## config.mk

```make
export PLATFORM = sky130hd
export DESIGN_NAME = dcb_config_loader
export DESIGN_NICKNAME = d
export VERILOG_FILES = /design/src/rtl/dcb_pkg.sv /design/src/rtl/dcb_config_loader.sv
export SDC_FILE = /design/constraint.sdc
export NUM_CORES = 1
export LEC_CHECK = 0
export BUFFER_PORTS_ARGS = -buffer_cell sky130_fd_sc_hd__buf_2
export CAP_MARGIN = 20
export CORE_ASPECT_RATIO = 0.5
export CORE_MARGIN = 1.5
export CORE_UTILIZATION = 45
export CTS_CLUSTER_DIAMETER = 200
export CTS_CLUSTER_SIZE = 8
export DETAILED_ROUTE_END_ITERATION = 10
export PLACE_DENSITY_LB_ADDON = 0.08
export SLEW_MARGIN = 20
export SYNTH_ARGS = -nofsm -noshare
export SYNTH_HDL_FRONTEND = slang
export SYNTH_SLANG_ARGS = --single-unit
```

## constraint.sdc

```tcl
create_clock -name clk -period 13.4 [get_ports clk]
set_clock_uncertainty 0.1 [all_clocks]
set_input_delay 1.34 -clock clk [delete_from_list [all_inputs] [get_ports clk]]
set_output_delay 1.34 -clock clk [all_outputs]
set_load 0.05 [all_outputs]
```

## src/rtl/dcb_pkg.sv

```systemverilog
// Shared definitions for the data connection block and its configuration loader.
//
// Contents:
//   conf_width()   - frame width of a connection block from its geometry
//   dcb_state_e    - configuration loader FSM states
//   IW_DEFAULT     - default width of one configuration word
package dcb_pkg;

    // Default width of a single configuration word on the loader input stream.
    localparam int unsigned IW_DEFAULT = 8;

    // One W-bit selection field per MAC lane, input lanes first then output lanes.
    function automatic int unsigned conf_width(input int unsigned w,
                                               input int unsigned datain,
                                               input int unsigned dataout);
        return w * (datain + dataout);
    endfunction

    typedef enum logic [1:0] {
        StIdle   = 2'd0,
        StLoad   = 2'd1,
        StCommit = 2'd2
    } dcb_state_e;

endpackage

```

## src/rtl/dcb_config_loader.sv

```systemverilog
// Configuration loader for one data connection block tile.
//
// Collects NWORDS words of IW bits over a valid/ready stream, assembles them into a
// CONF_WIDTH-bit frame on c and then pulses cset for one cycle so the connection block
// captures the whole frame at once. Word 0 ends up in c[IW-1:0], the last word in the
// top IW bits of c.
//
// Ports:
//   clk        clock
//   rst        asynchronous active-high reset
//   cfg_start  begin a frame (from idle) or restart the frame being loaded
//   cfg_data   configuration word
//   cfg_valid  cfg_data is valid
//   cfg_ready  a word is accepted this cycle (only while loading and not restarting)
//   c          assembled frame to the connection block
//   cset       one-cycle commit strobe to the connection block
//   busy       a frame is being loaded or committed
//   loaded     sticky: at least one frame committed since reset
module dcb_config_loader
    import dcb_pkg::*;
#(
    parameter int unsigned W          = 16,
    parameter int unsigned DATAIN     = 8,
    parameter int unsigned DATAOUT    = 16,
    parameter int unsigned CONF_WIDTH = conf_width(W, DATAIN, DATAOUT),
    parameter int unsigned IW         = IW_DEFAULT
) (
    input  logic                  clk,
    input  logic                  rst,
    input  logic                  cfg_start,
    input  logic [IW-1:0]         cfg_data,
    input  logic                  cfg_valid,
    output logic                  cfg_ready,
    output logic [CONF_WIDTH-1:0] c,
    output logic                  cset,
    output logic                  busy,
    output logic                  loaded
);

    localparam int unsigned NWORDS = CONF_WIDTH / IW;
    localparam int unsigned CNT_W  = (NWORDS > 1) ? $clog2(NWORDS) : 1;
    localparam logic [CNT_W-1:0] CNT_LAST = CNT_W'(NWORDS - 1);

    // The frame must be an exact number of words.
    if ((CONF_WIDTH % IW) != 0) begin : g_width_check
        $error("dcb_config_loader: CONF_WIDTH must be a multiple of IW");
    end

    dcb_state_e            state_q, state_d;
    logic [CNT_W-1:0]      cnt_q, cnt_d;
    logic [CONF_WIDTH-1:0] c_q, c_d;
    logic                  loaded_q, loaded_d;

    // New word enters at the top, everything else moves one word toward the LSB.
    logic [CONF_WIDTH+IW-1:0] shift_in;
    assign shift_in = {cfg_data, c_q};

    always_ff @(posedge clk or posedge rst) begin
        if (rst) begin
            state_q  <= StIdle;
            cnt_q    <= '0;
            c_q      <= '0;
            loaded_q <= 1'b0;
        end else begin
            state_q  <= state_d;
            cnt_q    <= cnt_d;
            c_q      <= c_d;
            loaded_q <= loaded_d;
        end
    end

    always_comb begin
        state_d   = state_q;
        cnt_d     = cnt_q;
        c_d       = c_q;
        loaded_d  = loaded_q;
        cfg_ready = 1'b0;

        unique case (state_q)
            StIdle: begin
                if (cfg_start) begin
                    state_d = StLoad;
                    cnt_d   = '0;
                end
            end

            StLoad: begin
                // A restart takes priority over any word presented the same cycle.
                cfg_ready = !cfg_start;
                if (cfg_start) begin
                    cnt_d = '0;
                end else if (cfg_valid) begin
                    c_d = shift_in[CONF_WIDTH+IW-1:IW];
                    if (cnt_q == CNT_LAST) begin
                        cnt_d   = '0;
                        state_d = StCommit;
                    end else begin
                        cnt_d = cnt_q + 1'b1;
                    end
                end
            end

            StCommit: begin
                // cfg_start is deliberately ignored here; a new frame starts from idle.
                loaded_d = 1'b1;
                state_d  = StIdle;
            end

            default: begin
                state_d = StIdle;
                cnt_d   = '0;
            end
        endcase
    end

    // cset comes straight from the state register, so it is glitch-free for the
    // connection block and c is guaranteed stable while it is high.
    assign cset   = (state_q == StCommit);
    assign busy   = (state_q != StIdle);
    assign c      = c_q;
    assign loaded = loaded_q;

`ifndef SYNTHESIS
    a_cnt_bound: assert property (@(posedge clk) disable iff (rst) cnt_q <= CNT_LAST);
    a_cset_single: assert property (@(posedge clk) disable iff (rst) cset |=> !cset);
    a_c_only_in_load: assert property (@(posedge clk) disable iff (rst)
                                       (state_q != StLoad) |=> $stable(c_q));
`endif

endmodule

```

==> results of run 1 <==
report_power, final:
group	total [mW]	internal, mW	switching, mW
sequential	1.33	1.27	0.0665
combinational	0.497	0.0867	0.410
clock	1.21	0.738	0.468
cells in the mapped netlist:
cell,instances,area (µm²)
a31o_2,1,8.76
nor3_1,1,5.00
inv_1,5,18.8
buf_4,34,255
o221ai_1,1,8.76
nand4b_1,1,8.76
nand4bb_1,1,11.3
dfrtp_1,393,9830
clkbuf_1,5,18.8
a21oi_1,1,5.00
or4_1,1,7.51
ha_1,1,12.5
and3_1,1,6.26
nor3b_1,1,7.51
nand2_1,1156,4340
and2b_1,1,7.51
o21ai_0,4,20.0
nor4bb_1,1,10.0
o211ai_1,1,7.51
a31oi_1,1,6.26
o32ai_1,1,8.76
nand2b_1,1,6.26
nand3_1,4,20.0
a22oi_1,2,15.0
buf_2,47,235
mux2i_1,1,10.0
a41oi_1,1,8.76
o21ai_1,1,5.00
or2_2,2,12.5
final cells by class:
cell class,count,area share [%]
clock inverter,1,0.0472
multi-input combinational,1187,24.7
timing repair buffer,408,11.4
clock buffer,58,7.71
inverter,5,0.142
sequential,393,53.0
tap,432,2.91
routing by layer:
metal / vias to the layer above / routed length [µm]
li1: 5793 / -
met1: 5567 / 17100
met2: 252 / 19300
met3: 62 / 1940
met4: 4 / 843
met5: - / 26
flip-flops by register name, indices dropped and copies added (netlist names):
signal / cells
c: 384
cnt_q: 6
loaded: 1
state_q: 2
through the flow:
step	worst slack, ps	util, %	std cells
6_report	9540	57.7	2484
5_1_grt	9490	57.7	2484
4_1_cts	9530	57.6	2483
3_5_place_dp	9460	53.1	2424
3_3_place_gp	9470	53.1	2424
2_1_floorplan	1030	-	1671
worst paths after layout:
check | startpoint | endpoint | slack, ps | cells past startpoint
max reg2reg | state_q[1] | c[275] | 10430 | 5
max | cfg_start | cfg_ready | 9540 | 3
min | loaded | loaded | 360 | 1
min in group asynchronous | rst | c[89] | 850 | 2
max in group asynchronous | rst | c[275] | 10190 | 4
min reg2reg | loaded | loaded | 360 | 1
cells in the final DEF (no fill, tap or decap), drive strengths merged:
master   count
nand4b       1
dfrtp      393
a21oi        1
a22oi        2
o211ai       1
a41oi        1
nand4bb      1
nand3        4
a31oi        1
clkbuf      58
nand2b       1
nor4bb       1
nand2     1156
or2          2
and2b        1
ha           1
mux2i        1
or4          1
o32ai        1
o221ai       1
and3         1
a31o         1
clkinv       1
nor3b        1
buf        408
nor3         1
o21ai        5
inv          5
critical path, delay by kind of cell:
family        cells  cell delay (ps)
buf+inv           2              530
simple gates      1              550
cells by family after synthesis:
group,share of synthesized area [%]
multiplexers,0.0671
adder cells (fa/ha/maj),0.0838
AND/OR/NAND/NOR,29.8
flip-flops,65.9
AO/OA/AOI/OAI,0.629
buffers and inverters,3.54
==> flow_metrics.env, run 1 <==
export IMPL_die_area_um2=34300
export IMPL_synth_seq_cells=393
export IMPL_finalCriticalPeriod_ps=3860
export IMPL_drtAntennaViolNets=0
export IMPL_dr_total_vias=11678
export IMPL_std_cell_rows=46
export IMPL_power_density_nw_per_um2=164
export IMPL_regArea_um2=9830
export IMPL_hold_class="reg2reg"
export IMPL_yosysSeqAreaShare_pct=65.9
export IMPL_insertedDiodeCount=0
export IMPL_cts_hold_buf=0
export IMPL_setup_tns_ps=0
export IMPL_cp_max_fo=6
export IMPL_drive_above_1_share_pct=23.0
export IMPL_worst_slew_pin_slew_ps=1050
export IMPL_crit_chain="buf_2, nor3b_1, buf_2"
export IMPL_yosysWarnings=0
export IMPL_wirelength_um=39200
export IMPL_grt_pass1_wl_um=63000
export IMPL_cts_buffer_depth=3
export IMPL_wl_per_cell_um=15.8
export IMPL_whs_ps=365
export IMPL_start_util_pct=46.4
export IMPL_area_growth_pct=24.3
export IMPL_met3_usage_pct=5.19
export IMPL_slew_violations=0
export IMPL_grt_busiest_layer="met2"
export IMPL_port_buffers=399
export IMPL_synth_cell_area_um2=14900
export IMPL_h_tree_depth=2
export IMPL_track_usage_pct=22.6
export IMPL_nFillCells=2944
export IMPL_die_x_um=261
export IMPL_drv_cap=0
export IMPL_cts_sinks=393
export IMPL_syn_num_nets=1684
export IMPL_postLayoutCellArea_um2=18600
export IMPL_core_area_um2=32200
export IMPL_netlist_cell_type_count=29
export IMPL_cts_tree="yes"
export IMPL_relSlewSlack_pct=30.2
export IMPL_ctsResizeCount=0
export IMPL_vdd_drop_max_v=0.000128
export IMPL_viasPerCell=4.70
export IMPL_drcViolationCount=0
export IMPL_min_period_over_period_pct=28.8
export IMPL_place_area_um2=17100
export IMPL_syn_inst=1671
export IMPL_path_common_cell="buf_2"
export IMPL_root_buffer="clkbuf_16"
export IMPL_path_clk_slew_ps=50
export IMPL_grt_overflow_total=0
export IMPL_nets=2063
export IMPL_critPathMaxStageDelay_ps=550
export IMPL_syn_avg_cell_area_um2=8.93
export IMPL_grt_pass1_vias=11374
export IMPL_rsz0062_at_grt="no"
export IMPL_status="finished clean"
export IMPL_clock_latency_ps=550
export IMPL_grt_met1_usage_pct=30.0
export IMPL_gp_congestion=0.811
export IMPL_post_cts_buffers=0
export IMPL_leakagePower_nw=11.6
export IMPL_ios=400
export IMPL_finalHoldViolations=0
export IMPL_hpwl_um=25000
export IMPL_antenna_found_initial=2
export IMPL_critPathKind="in2out"
export IMPL_drtPass1Iterations=5
export IMPL_worstPathRequired_ps=11960
export IMPL_setup_violations=0
export IMPL_die_height_um=132
export IMPL_worstPathArrival_ps=2420
export IMPL_cts_made_buffers=55
export IMPL_drtIter0Drc=1061
export IMPL_fmaxAchievable_mhz=259
export IMPL_use_met2_pct=37.5
export IMPL_crit_slowest_cell="nor3b_1"
export IMPL_total_power_mw=3.04
export IMPL_startpoint_type="primary input"
export IMPL_grt_start_max_net_pins=246
export IMPL_end_kind="output port"
export IMPL_multiInputGateArea_um2=4590
Note: power is estimated with default switching activity, not from simulation.
==> run 2: changes to the inputs <==
ABC_AREA = 1   (was default)
clock period = 4 ns   (was 13.4 ns; I/O delays follow)
==> flow_metrics.env, run 2 <==
export IMPL_status="finished clean"
export IMPL_synth_most_common_cell="nand2_1"
export IMPL_post_cts_buffers=0
export IMPL_end_kind="output port"
export IMPL_grt_start_max_net_pins=206
export IMPL_netlist_cell_type_count=16
export IMPL_h_tree_depth=2
export IMPL_finalHoldViolations=0
export IMPL_synth_common_cells="1,145 x nand2_1, 393 x dfrtp_1, 40 x buf_4"
export IMPL_die_area_um2=34300
export IMPL_layout_common_cells="1,145 x nand2_1, 399 x buf_2, 393 x dfrtp_1, 55 x clkbuf_16"
export IMPL_start_util_pct=46.4
export IMPL_drtAntennaViolNets=0
export IMPL_leakagePower_nw=11.6
export IMPL_grt_pass1_wl_um=62300
export IMPL_port_buffers=399
export IMPL_nets=2089
export IMPL_synth_top_area_cell="dfrtp_1"
export IMPL_hpwl_um=24900
export IMPL_cp_max_fo=6
export IMPL_drive_above_1_share_pct=22.9
export IMPL_postLayoutCellArea_um2=18700
export IMPL_largest_reg_flops=384
export IMPL_worstPathRequired_ps=3500
export IMPL_finalCriticalPeriod_ps=2420
export IMPL_dr_total_vias=11728
export IMPL_synth_area_top_cells="dfrtp_1 66%, nand2_1 29%, buf_4 2.0%"
export IMPL_core_area_um2=32200
export IMPL_cts_buffer_depth=3
export IMPL_fmaxAchievable_mhz=413
export IMPL_insertedDiodeCount=0
export IMPL_clock_latency_ps=560
export IMPL_cts_tree="yes"
export IMPL_path_clk_slew_ps=50
export IMPL_hold_depth=4
export IMPL_drtPass1Iterations=7
export IMPL_cts_made_buffers=55
export IMPL_r2r_cells=6
export IMPL_vdd_drop_max_v=0.000348
export IMPL_die_x_um=261
export IMPL_worst_slew_pin_slew_ps=1000
export IMPL_nFillCells=2973
export IMPL_setup_tns_ps=0
export IMPL_wl_per_cell_um=15.5
export IMPL_wirelength_um=39000
export IMPL_drcViolationCount=0
export IMPL_die_height_um=132
export IMPL_min_period_over_period_pct=60.5
export IMPL_synth_seq_cells=393
export IMPL_synth_top_area_share_pct=65.9
export IMPL_drtIter0Drc=1018
export IMPL_synth_ff_type="dfrtp_1"
export IMPL_track_usage_pct=22.6
export IMPL_hold_class="in2reg"
export IMPL_grt_pass1_vias=11034
export IMPL_final_common_cell="nand2_1"
export IMPL_setup_violations=0
export IMPL_relSlewSlack_pct=33.3
export IMPL_rsz0062_at_grt="no"
export IMPL_critPathKind="reg2out"
export IMPL_grt_overflow_total=0
export IMPL_drv_cap=0
export IMPL_synth_edf_count=0
export IMPL_slew_violations=0
export IMPL_total_power_mw=11.2
export IMPL_gp_congestion=0.813
export IMPL_r2r_setup_slack_ps=1960
export IMPL_place_area_um2=17200
export IMPL_yosysWarnings=0
export IMPL_synthArstFlopShare_pct=100
export IMPL_synth_cell_area_um2=14900
export IMPL_cts_sinks=393
export IMPL_syn_inst=1682
export IMPL_root_buffer="clkbuf_16"
export IMPL_viasPerCell=4.67
export IMPL_syn_avg_cell_area_um2=8.88
export IMPL_syn_num_nets=1695
export IMPL_area_growth_pct=25.1
export IMPL_power_density_nw_per_um2=602
export IMPL_worstPathArrival_ps=1920
export IMPL_ios=400
export IMPL_antenna_found_initial=0
export IMPL_startpoint_type="register"
export IMPL_yosysSeqAreaShare_pct=65.9
export IMPL_std_cell_rows=46
==> run 2: per-stage QoR <==
stage	setup slack [ps]	hold WS, ps	util, %	instances
final	1580	87.1	58.1	2511
after global routing	1430	89.4	58.1	2511
after CTS	1520	56.7	58.1	2511
after detailed placement	1790	361	53.4	2442
after global placement	1800	352	53.4	2442
after floorplan	-1790	410	-	1682
==> run 2: area by class of cell <==
type	count	area, µm²	area share (%)
well taps	432	541	2.89
clock buffers	56	1380	7.39
multi-input cells	1185	4520	24.2
clock inverters	4	35.0	0.188
inverters	20	86.3	0.462
repair buffers	421	2280	12.2
flip-flops and latches	393	9830	52.7
==> run 2: report_power, final <==
| part | total (mW) | leakage [nW] | switching [mW] | internal [mW] |
|---|---|---|---|---|
| registers | 4.75 | 5.40 | 0.363 | 4.39 |
| logic | 2.49 | 5.52 | 2.02 | 0.474 |
| clock network | 3.99 | 0.697 | 1.59 | 2.40 |
| total | 11.2 | 11.6 | 3.98 | 7.26 |
==> run 2: repair_timing <==
item                      CTS  global route
hold endpoints to repair   22             0
gates resized for setup     0             0
hold buffers                9             0
==> run 2: per-layer routing <==
metal | global-route usage [%] | routed length, µm | part of all wire [%]
met1 | 31.0 | 17200 | 44
met5 | 0 | 0 | 0
met4 | 6.84 | 996 | 2.6
met2 | 36.4 | 19000 | 49
met3 | 4.67 | 1780 | 4.5
==> run 2: worst paths after layout <==
path,to,from
max in group asynchronous,c[302],rst
hold reg to reg,loaded,loaded
setup reg to reg,c[254],state_q[1]
hold / removal,state_q[1],cfg_start
setup / recovery,cfg_ready,state_q[1]
min in group asynchronous,c[89],rst
==> run 2: kinds of logic after synthesis <==
| kind of cell | synth area share, % |
|---|---|
| compound gates | 0.654 |
| flops | 65.9 |
| simple gates | 29.5 |
| fa+ha+maj | 0.0838 |
| buf+inv | 3.93 |
==> run 2: worst max-delay path, stage by stage (launching register included) <==
cell	delay (ps)
dfrtp_1	380
inv_1	140
nand2_1	110
nor2_1	380
buf_2	350
==> run 3: changes to the inputs <==
clock period = 2.5 ns   (was 4 ns; I/O delays follow)
==> flow_metrics.env, run 3 (same netlist as run 2, synthesis figures left out) <==
export IMPL_status="finished clean"
export IMPL_setup_tns_ps=0
export IMPL_cp_top_family="buffers and inverters"
export IMPL_grt_pass1_vias=11285
export IMPL_antenna_found_initial=0
export IMPL_relSlewSlack_pct=31.7
export IMPL_port_buffers=399
export IMPL_dr_total_vias=11826
export IMPL_viasPerCell=4.67
export IMPL_h_tree_depth=2
export IMPL_worstPathRequired_ps=2150
export IMPL_multiInputGateArea_um2=4520
export IMPL_worstPathArrival_ps=1900
export IMPL_fin_cells=2530
export IMPL_die_x_um=261
export IMPL_start_util_pct=46.4
export IMPL_core_area_um2=32200
export IMPL_std_cell_rows=46
export IMPL_grt_overflow_total=0
export IMPL_vdd_drop_max_v=0.000594
export IMPL_die_height_um=132
export IMPL_die_area_um2=34300
export IMPL_wirelength_um=39500
export IMPL_insertedDiodeCount=0
export IMPL_regArea_um2=9830
export IMPL_cts_tree="yes"
export IMPL_leakagePower_nw=11.7
export IMPL_setup_violations=0
export IMPL_fmaxAchievable_mhz=445
export IMPL_drv_cap=0
export IMPL_worst_slew_pin_slew_ps=1020
export IMPL_path_clk_slew_ps=50
export IMPL_r2r_start="state_q[0]"
export IMPL_cts_sinks=393
export IMPL_power_density_nw_per_um2=957
export IMPL_cts_made_buffers=55
export IMPL_area_growth_pct=26.7
export IMPL_post_cts_buffers=0
export IMPL_grt_start_max_net_pins=137
export IMPL_dp_slack_ps=612
export IMPL_drtIter0Drc=1041
export IMPL_slew_violations=0
export IMPL_r2r_end="c[62]"
export IMPL_track_usage_pct=23.1
export IMPL_dp_cells=2459
export IMPL_nFillCells=2922
export IMPL_whs_ps=197
export IMPL_r2r_setup_slack_ps=600
export IMPL_startpoint="state_q[1]"
export IMPL_wl_per_cell_um=15.6
export IMPL_hpwl_um=26100
export IMPL_startpoint_type="register"
export IMPL_ios=400
export IMPL_grt_pass1_wl_um=64100
export IMPL_cp_num_buf_inv=2
export IMPL_fin_ws_ps=253
export IMPL_final_common_cell="nand2_1"
export IMPL_min_period_over_period_pct=89.9
export IMPL_nets=2109
export IMPL_critPathKind="reg2out"
export IMPL_root_buffer="clkbuf_16"
export IMPL_crit_chain="inv_1, nand2_1, nor2_1, buf_2"
export IMPL_critPathMaxStageDelay_ps=370
export IMPL_hold_class="in2async"
export IMPL_finalCriticalPeriod_ps=2250
export IMPL_largest_reg_flops=384
export IMPL_gp_congestion=0.803
export IMPL_drtPass1Iterations=5
export IMPL_end_kind="output port"
export IMPL_drtAntennaViolNets=0
export IMPL_cp_max_fo=6
export IMPL_cts_buffer_depth=3
export IMPL_crit_slowest_cell="dfrtp_1"
export IMPL_rsz0062_at_grt="no"
export IMPL_finalHoldViolations=0
export IMPL_r2r_cells=4
export IMPL_total_power_mw=18.1
export IMPL_clock_latency_ps=550
export IMPL_layout_common_cells="1,145 x nand2_1, 399 x buf_2, 393 x dfrtp_1, 57 x clkbuf_16"
export IMPL_drcViolationCount=0
export IMPL_drive_above_1_share_pct=23.5
run 3: where the power goes:
group / switching [mW] / total (mW) / internal (mW)
clock: 2.53 / 6.48 / 3.95
sequential: 0.563 / 7.58 / 7.02
combinational: 3.26 / 4.05 / 0.791
run 3: cell type report:
class,count,share of cell area (%)
clock buffer,58,7.56
sequential,393,52.0
multi-input combinational,1185,23.9
clock inverter,1,0.0463
timing repair buffer,441,13.2
tap,432,2.86
inverter,20,0.456
run 3: per-layer routing:
metal / vias up / track usage, % / wire, µm
met5: - / 0 / 0
met4: 0 / 5.43 / 814
met3: 62 / 4.96 / 1910
met2: 250 / 37.5 / 19100
met1: 5641 / 31.9 / 17600
li1: 5873 / - / -
run 3: how the worst max path moves through the flow:
stage | depth (start not counted) | endpoint | slack, ps
6_report | 4 | cfg_ready | 250
5_1_grt | 4 | cfg_ready | 100
4_1_cts | 4 | cfg_ready | 230
3_5_place_dp | 6 | c[156] | 610
3_3_place_gp | 6 | c[155] | 620
2_1_floorplan | 1 | c[0] | -3140
run 3: what timing repair did:
action	CTS	global route
hold buffers	12	0
endpoints found under the hold margin	36	0
gates resized for setup	0	0
run 3: stage by stage:
stage	instance area (µm²)	util [%]
3_3_place_gp	17400	54.0
2_1_floorplan	14900	-
6_report	18900	58.8
3_5_place_dp	17400	54.0
4_1_cts	18900	58.8
5_1_grt	18900	58.8
run 3: tightest hold or removal path, stage by stage:
cell           delay, ps
dlygate4sd3_1        530
buf_2                140
clkinvlp_4           340
